`config.mk`:
```
export PLATFORM = sky130hd
export DESIGN_NAME = write_cmd_scheduler_flat
export DESIGN_NICKNAME = d
export VERILOG_FILES = /design/src/rtl/write_sched_pkg.sv /design/src/rtl/write_cmd_scheduler_if.sv /design/src/rtl/wr_cmd_fifo.sv /design/src/rtl/write_cmd_scheduler.sv /design/src/flat_wrapper.sv
export SDC_FILE = /design/constraint.sdc
export NUM_CORES = 1
export LEC_CHECK = 0
export CAP_MARGIN = 0
export CORE_MARGIN = 2
export CORE_UTILIZATION = 50
export DETAILED_ROUTE_END_ITERATION = 8
export GPL_TIMING_DRIVEN = 0
export PLACE_DENSITY = 0.77
export SLEW_MARGIN = 30
export SYNTH_ARGS = -nofsm -noshare
export SYNTH_HDL_FRONTEND = slang
export SYNTH_SLANG_ARGS = --single-unit
```
`constraint.sdc`:
```
create_clock -name i_clk -period 5.8 [get_ports i_clk]
set_clock_uncertainty 0.05 [all_clocks]
set_input_delay 0.87 -clock i_clk [delete_from_list [all_inputs] [get_ports i_clk]]
set_output_delay 0.87 -clock i_clk [all_outputs]
set_load 0.005 [all_outputs]
```
`src/rtl/write_sched_pkg.sv`:
```
// rtl/write_sched_pkg.sv - shared types, burst-length codes and helpers for the write command scheduler
package write_sched_pkg;

   localparam logic [1:0] BL16    = 2'b00;
   localparam logic [1:0] BC8     = 2'b01;
   localparam logic [1:0] BL32    = 2'b10;
   localparam logic [1:0] BL_RSVD = 2'b11;

   // Issue times are stored at this width; the scheduler's TS_W must not exceed it.
   localparam int TS_MAX_W = 16;

   typedef enum logic [1:0] {
      IDLE,
      WAIT,
      BURST
   } sched_state_e;

   typedef struct packed {
      logic [TS_MAX_W-1:0] issue;
      logic [4:0]          n;
      logic [1:0]          bl;
   } entry_t;

   // Number of o_wr_en cycles for a burst; the reserved code behaves like BL16.
   function automatic logic [4:0] burst_cycles(input logic [1:0] bl, input logic crc);
      logic [4:0] base;
      case (bl)
         BC8:     base = 5'd4;
         BL32:    base = 5'd16;
         default: base = 5'd8;
      endcase
      return base + {4'b0000, crc};
   endfunction

endpackage

```
`src/rtl/write_cmd_scheduler_if.sv`:
```
// rtl/write_cmd_scheduler_if.sv - command-side and write_manager-side signals of the scheduler
interface write_cmd_scheduler_if;

   logic       i_enable;
   logic       i_wr_cmd;
   logic [1:0] i_burstlength;
   logic [5:0] i_wr_latency;
   logic [2:0] i_precycle;
   logic       i_phy_crc_mode;
   logic       i_DRAM_crc_en;

   logic       o_wr_en;
   logic [1:0] o_burstlength;
   logic       o_cmd_ready;
   logic       o_cmd_reject;
   logic       o_timing_err;
   logic       o_burst_done;
   logic       o_busy;

   modport master (
      output i_enable, i_wr_cmd, i_burstlength, i_wr_latency, i_precycle,
             i_phy_crc_mode, i_DRAM_crc_en,
      input  o_wr_en, o_burstlength, o_cmd_ready, o_cmd_reject, o_timing_err,
             o_burst_done, o_busy
   );

   modport slave (
      input  i_enable, i_wr_cmd, i_burstlength, i_wr_latency, i_precycle,
             i_phy_crc_mode, i_DRAM_crc_en,
      output o_wr_en, o_burstlength, o_cmd_ready, o_cmd_reject, o_timing_err,
             o_burst_done, o_busy
   );

endinterface

```
`src/rtl/wr_cmd_fifo.sv`:
```
// rtl/wr_cmd_fifo.sv - in-order pending-command queue with show-ahead head
module wr_cmd_fifo
   import write_sched_pkg::*;
#(
   parameter int DEPTH = 4
) (
   input  logic   i_clk,
   input  logic   i_rst,
   input  logic   push,
   input  entry_t wdata,
   input  logic   pop,
   output entry_t head,
   output logic   full,
   output logic   empty
);

   localparam int AW = $clog2(DEPTH);

   entry_t        mem [DEPTH];
   logic [AW-1:0] wr_ptr;
   logic [AW-1:0] rd_ptr;
   logic [AW:0]   count;
   logic          do_push;
   logic          do_pop;

   assign full    = (count == (AW+1)'(DEPTH));
   assign empty   = (count == '0);
   assign do_push = push & ~full;
   assign do_pop  = pop & ~empty;
   assign head    = mem[rd_ptr];

   // Storage array; no reset needed because empty masks stale entries.
   always_ff @(posedge i_clk) begin
      if (do_push) begin
         mem[wr_ptr] <= wdata;
      end
   end

   // Pointers and occupancy; simultaneous push and pop leave the count unchanged.
   always_ff @(posedge i_clk or posedge i_rst) begin
      if (i_rst) begin
         wr_ptr <= '0;
         rd_ptr <= '0;
         count  <= '0;
      end else begin
         if (do_push) begin
            wr_ptr <= wr_ptr + AW'(1);
         end
         if (do_pop) begin
            rd_ptr <= rd_ptr + AW'(1);
         end
         case ({do_push, do_pop})
            2'b10:   count <= count + (AW+1)'(1);
            2'b01:   count <= count - (AW+1)'(1);
            default: count <= count;
         endcase
      end
   end

endmodule

```
`src/rtl/write_cmd_scheduler.sv`:
```
// rtl/write_cmd_scheduler.sv - schedules write commands so write_manager's window opens at WL - precycle
module write_cmd_scheduler
   import write_sched_pkg::*;
#(
   parameter int DEPTH = 4,
   parameter int TS_W  = 8
) (
   input  logic                  i_clk,
   input  logic                  i_rst,
   write_cmd_scheduler_if.slave  bus
);

   sched_state_e    state_q, state_d;
   logic [4:0]      cnt_q, cnt_d;
   logic [1:0]      bl_q, bl_d;
   logic [TS_W-1:0] now_q;
   logic [TS_W-1:0] now_p1;
   logic [4:0]      gap_q;
   logic [4:0]      n_prev_q;
   logic            reject_q;
   logic            terr_q;

   logic            crc;
   logic [4:0]      n_new;
   logic [1:0]      bl_new;
   logic            clamp;
   logic [5:0]      lead;
   logic [TS_W-1:0] issue_new;
   logic            spacing_ok;
   logic            accept;
   entry_t          new_entry;
   entry_t          fifo_head;
   entry_t          cand;
   logic            fifo_full;
   logic            fifo_empty;
   logic            cand_due;
   logic            can_start;
   logic            start;
   logic            push;
   logic            pop;

   assign crc        = bus.i_phy_crc_mode & bus.i_DRAM_crc_en;
   assign n_new      = burst_cycles(bus.i_burstlength, crc);
   assign bl_new     = (bus.i_burstlength == BL_RSVD) ? BL16 : bus.i_burstlength;
   assign clamp      = (bus.i_wr_latency <= {3'b000, bus.i_precycle});
   assign lead       = clamp ? 6'd1 : (bus.i_wr_latency - {3'b000, bus.i_precycle});
   assign issue_new  = now_q + TS_W'(lead);
   assign now_p1     = now_q + TS_W'(1);

   // Spacing is measured from the last accepted command; an idle scheduler always accepts.
   assign spacing_ok = (state_q == IDLE) || (gap_q >= n_prev_q);
   assign accept     = bus.i_wr_cmd & bus.i_enable & ~fifo_full & spacing_ok;

   // Burst-start decision looks one cycle ahead because o_wr_en is registered. With an empty
   // queue the incoming command itself is the candidate, which lets a lead of 1 start at T+1.
   always_comb begin
      new_entry.issue = TS_MAX_W'(issue_new);
      new_entry.n     = n_new;
      new_entry.bl    = bl_new;
      cand            = fifo_empty ? new_entry : fifo_head;
      cand_due        = (~fifo_empty | accept) && (cand.issue == TS_MAX_W'(now_p1));
      can_start       = (state_q != BURST) || (cnt_q == 5'd1);
      start           = can_start & cand_due;
      pop             = start & ~fifo_empty;
      push            = accept & ~(start & fifo_empty);
   end

   wr_cmd_fifo #(
      .DEPTH (DEPTH)
   ) u_fifo (
      .i_clk (i_clk),
      .i_rst (i_rst),
      .push  (push),
      .wdata (new_entry),
      .pop   (pop),
      .head  (fifo_head),
      .full  (fifo_full),
      .empty (fifo_empty)
   );

   // Next state: start a burst when due, otherwise count down or fall back to WAIT/IDLE.
   always_comb begin
      state_d = state_q;
      cnt_d   = cnt_q;
      bl_d    = bl_q;
      if (start) begin
         state_d = BURST;
         cnt_d   = cand.n;
         bl_d    = cand.bl;
      end else begin
         case (state_q)
            IDLE: begin
               if (accept) begin
                  state_d = WAIT;
               end
            end
            WAIT: begin
               state_d = WAIT;
            end
            BURST: begin
               if (cnt_q == 5'd1) begin
                  state_d = (~fifo_empty | push) ? WAIT : IDLE;
               end else begin
                  cnt_d = cnt_q - 5'd1;
               end
            end
            default: begin
               state_d = IDLE;
            end
         endcase
      end
   end

   // State register with burst counter and active burst length.
   always_ff @(posedge i_clk or posedge i_rst) begin
      if (i_rst) begin
         state_q <= IDLE;
         cnt_q   <= '0;
         bl_q    <= '0;
      end else begin
         state_q <= state_d;
         cnt_q   <= cnt_d;
         bl_q    <= bl_d;
      end
   end

   // Free-running timestamp, spacing tracker and registered status pulses.
   always_ff @(posedge i_clk or posedge i_rst) begin
      if (i_rst) begin
         now_q    <= '0;
         gap_q    <= '1;
         n_prev_q <= '0;
         reject_q <= 1'b0;
         terr_q   <= 1'b0;
      end else begin
         now_q <= now_p1;
         if (accept) begin
            gap_q    <= 5'd1;
            n_prev_q <= n_new;
         end else if (gap_q != 5'd31) begin
            gap_q <= gap_q + 5'd1;
         end
         reject_q <= bus.i_wr_cmd & bus.i_enable & ~accept;
         terr_q   <= accept & clamp;
      end
   end

   assign bus.o_wr_en       = (state_q == BURST);
   assign bus.o_burstlength = (state_q == BURST) ? bl_q : 2'b00;
   assign bus.o_burst_done  = (state_q == BURST) && (cnt_q == 5'd1);
   assign bus.o_busy        = (state_q != IDLE);
   assign bus.o_cmd_ready   = ~fifo_full;
   assign bus.o_cmd_reject  = reject_q;
   assign bus.o_timing_err  = terr_q;

endmodule

```
`src/flat_wrapper.sv`:
```
// flat-port wrapper written by rule: the top's interface ports become plain ports
module write_cmd_scheduler_flat import write_sched_pkg::*;
#(
   parameter int DEPTH = 4,
   parameter int TS_W  = 8
)
  (i_clk, i_rst, bus_i_enable, bus_i_wr_cmd, bus_i_burstlength, bus_i_wr_latency, bus_i_precycle, bus_i_phy_crc_mode, bus_i_DRAM_crc_en, bus_o_wr_en, bus_o_burstlength, bus_o_cmd_ready, bus_o_cmd_reject, bus_o_timing_err, bus_o_burst_done, bus_o_busy);
  write_cmd_scheduler_if bus_i ();
  input  logic i_clk;
  input  logic i_rst;
  input wire logic [$bits(bus_i.i_enable)-1:0] bus_i_enable;
  input wire logic [$bits(bus_i.i_wr_cmd)-1:0] bus_i_wr_cmd;
  input wire logic [$bits(bus_i.i_burstlength)-1:0] bus_i_burstlength;
  input wire logic [$bits(bus_i.i_wr_latency)-1:0] bus_i_wr_latency;
  input wire logic [$bits(bus_i.i_precycle)-1:0] bus_i_precycle;
  input wire logic [$bits(bus_i.i_phy_crc_mode)-1:0] bus_i_phy_crc_mode;
  input wire logic [$bits(bus_i.i_DRAM_crc_en)-1:0] bus_i_DRAM_crc_en;
  output wire logic [$bits(bus_i.o_wr_en)-1:0] bus_o_wr_en;
  output wire logic [$bits(bus_i.o_burstlength)-1:0] bus_o_burstlength;
  output wire logic [$bits(bus_i.o_cmd_ready)-1:0] bus_o_cmd_ready;
  output wire logic [$bits(bus_i.o_cmd_reject)-1:0] bus_o_cmd_reject;
  output wire logic [$bits(bus_i.o_timing_err)-1:0] bus_o_timing_err;
  output wire logic [$bits(bus_i.o_burst_done)-1:0] bus_o_burst_done;
  output wire logic [$bits(bus_i.o_busy)-1:0] bus_o_busy;
  assign bus_i.i_enable = bus_i_enable;
  assign bus_i.i_wr_cmd = bus_i_wr_cmd;
  assign bus_i.i_burstlength = bus_i_burstlength;
  assign bus_i.i_wr_latency = bus_i_wr_latency;
  assign bus_i.i_precycle = bus_i_precycle;
  assign bus_i.i_phy_crc_mode = bus_i_phy_crc_mode;
  assign bus_i.i_DRAM_crc_en = bus_i_DRAM_crc_en;
  assign bus_o_wr_en = bus_i.o_wr_en;
  assign bus_o_burstlength = bus_i.o_burstlength;
  assign bus_o_cmd_ready = bus_i.o_cmd_ready;
  assign bus_o_cmd_reject = bus_i.o_cmd_reject;
  assign bus_o_timing_err = bus_i.o_timing_err;
  assign bus_o_burst_done = bus_i.o_burst_done;
  assign bus_o_busy = bus_i.o_busy;
  write_cmd_scheduler #(.DEPTH(DEPTH), .TS_W(TS_W)) u_core (.i_clk(i_clk), .i_rst(i_rst), .bus(bus_i));
endmodule
```
==> results.cfg <==
[outcome]
status = complete, no violations

[cts]
clk_latency_ps = 350
htreeDepth = 3
cts_buffers = 9
clk_transition_reported_paths_ps = 80
clock_path_buffers = 2
cts_tree = built
cts_sinks = 83
cts-root-buf = clkbuf_8
cts_hold_buf = 0

[logic_synthesis]
yosys.area.top_type = edfxtp_1
netlist_instances = 355
synth_edf_count = 48
async_reset_ff_share_pct = 42.2
synth_compound_area_share_pct = 8.42
synth_warnings = 0
synth_nets = 400
ys_types = 62
ys_top_cells_by_area = edfxtp_1 (32%), dfrtp_1 (17%), ha_1 (7.0%), mux4_2 (6.0%), xnor2_1 (3.1%)
synth.area.mux_share_pct = 9.09
synth.avg_cell_area_um2 = 12.6
yosys.area_share.simple_pct = 12.1
synth_commonest_cells = edfxtp_1 (48), dfrtp_1 (30), inv_1 (27)
netlist.area_leader.share_pct = 32.2
synthAdderAreaFrac_pct = 8.34
ys_seq_elements = 83
synth_top_family_by_area = simple AND/OR/NAND/NOR gates
synth.most_common_cell = edfxtp_1
synth_area_mm2 = 0.00447
synth-main-ff-cell = edfxtp_1
synth-xor-area-share_pct = 6.85
ys_seq_area_share_pct = 51.9

[grt]
grt_pass1_vias = 2998
grt_max_degree = 29
grt_overflow = 0
grt_pass1_wl_um = 15000
track_usage_pct = 19.8
antenna_found_initial = 0

[power_and_ir_drop]
p_leak_nw = 2.12
power_mw = 1.94
power.density_mw_per_mm2 = 373
peakVddDrop_v = 0.000151

[layout]
diodes = 0
fin_nets = 444
fillers = 660
area_delta_synth_final_pct = 15.9
final_cell_count_no_fill = 512
final_area_mm2 = 0.00518
layout-drive-gt1-share_pct = 19.3

[placement]
dp_hpwl_um = 6420
routabilityCongestion = 0.879
placed_area_mm2 = 0.00487
portBuffers = 24
placed_cells = 488

[floorplan]
pin_count = 25
initial_core_util_pct = 51.5
core_area_mm2 = 0.00868
die_h_um = 98.6
dieWidth_um = 98.6
row_count = 34
dieArea_mm2 = 0.00972

[critical_path]
cp-start-kind = primary input
regToRegStartpoint = u_core.now_q[0]$_DFF_PP0_
cp.arrival_ps = 5600
ff2ff_path_depth = 15
reg2reg_slack_ps = 2060
critPathKind = primary input to flip-flop
timing.rr.end = u_core.u_fifo.count[2]$_DFFE_PP0P_
end_kind = flip-flop
crit_path_max_fanout = 12
critPathRequiredTime_ps = 5730

[routing]
drt_iter0_markers = 121
drt-total-wl_um = 9080
viasPerCell = 5.70
dr_total_vias = 2918
ant_nets = 0
dr.pass1.iters = 5
wl_per_cell_um = 17.7
drc = 0

[sta]
maxSlewHeadroom_pct = 59.2
rsz0062_at_grt = true
finalMaxSlewViolations = 0
fin_setup_tns_ps = 0
setup_viol = 0
max_freq_mhz = 176
period_minus_slack_ps = 5670
finalCritPeriodShare_pct = 97.7
max_slew.worst_pin.slew_ps = 612
hold_viol_final = 0

[worst_hold_path]
holdPathEnd = u_core.bl_q[1]$_DFFE_PP0N_
min_path_cells = 1
min_path_type = flip-flop to flip-flop
min_from = u_core.bl_q[1]$_DFFE_PP0N_

[job]
drv_cap = 0
final cells by class:
| class | instances | area, um2 | share of cell area [%] |
|---|---|---|---|
| multi-input cells | 237 | 2080 | 40.0 |
| clock inverters | 6 | 56.3 | 1.09 |
| plain buffers | 8 | 43.8 | 0.845 |
| flip-flops and latches | 83 | 2320 | 44.8 |
| well taps | 108 | 135 | 2.61 |
| clock buffers | 10 | 128 | 2.46 |
| inverters | 27 | 101 | 1.96 |
| repair buffers | 33 | 320 | 6.18 |
registers in the layout, indices dropped and copies added (netlist names), 2 cells and up:
signal / cells
u_core.u_fifo.mem: 48
u_core.now_q: 8
u_core.gap_q: 5
u_core.n_prev_q: 4
u_core.u_fifo.rd_ptr: 2
u_core.cnt_q: 5
u_core.u_fifo.wr_ptr: 2
u_core.state_q: 2
u_core.bl_q: 2
u_core.u_fifo.count: 3
where the power goes:
group	switching (mW)	internal [mW]	leakage [nW]
clock	0.199	0.196	0.0951
sequential	0.0709	0.754	0.869
combinational	0.384	0.332	1.15
worst max-delay path by stage:
stage,startpoint,to,slack [ps],cells after the start
after floorplan,bus_i_wr_latency[0],u_core.u_fifo.count[2]$_DFFE_PP0P_,350,23
after global placement,bus_i_precycle[0],u_core.u_fifo.count[2]$_DFFE_PP0P_,-490,24
after detailed placement,bus_i_precycle[0],u_core.u_fifo.count[2]$_DFFE_PP0P_,-670,24
after CTS,bus_i_precycle[0],u_core.u_fifo.count[2]$_DFFE_PP0P_,2,23
after global routing,bus_i_precycle[0],u_core.u_fifo.count[2]$_DFFE_PP0P_,-100,23
final,bus_i_precycle[0],u_core.u_fifo.mem[2][10]$_DFFE_PP_,130,20
through the flow:
stage               utilization, %  setup slack, ps  hold WS [ps]
floorplan                        -              352           423
global placement              55.9             -492           445
detailed placement            56.1             -669           443
CTS                           59.0             2.39           475
global route                  59.7             -103           498
finish                        59.7              132           470
kinds of logic after synthesis:
family          after synthesis
flops                        83
buf+inv                      35
compound gates               51
mux                          24
fa+ha+maj                    28
simple gates                103
xor+xnor                     31
layout by cell type (no fill, tap or decap), types with 10 or more instances in the layout:
cell,instances
nor2_1,23
mux4_2,12
nand2_1,24
a21oi_1,10
dfrtp_1,30
xor2_1,12
clkdlybuf4s50_1,24
inv_1,25
o21ai_0,14
ha_1,23
nand3_1,11
edfxtp_1,48
xnor2_1,14
worst max-delay path, cell delays in order:
cell and delay [ps]:
clkdlybuf4s50_1 460, ha_2 170, inv_1 60, fa_2 400
a21oi_2 120, a31oi_1 50, or2_4 250, or3_4 350
and2_4 160, ha_1 270, a21o_1 200, a21oi_2 220
buf_4 140, o211ai_1 130, xor2_1 190, o311a_2 390
and4b_4 220, a31oi_4 200, buf_4 190, and2_1 530
what timing repair did:
item,CTS,global route
setup buffers,4,4
gates resized for setup,6,12
pin swaps,5,10
setup endpoints to repair,26,50
endpoints found under the hold margin,0,0
per-layer routing:
layer / wire length, um / track usage (%)
met2: 4510 / 32.6
met1: 4030 / 26.4
met5: 0 / 0
met4: 172 / 6.32
met3: 360 / 4.54
Note: power is estimated with default switching activity, not from simulation.
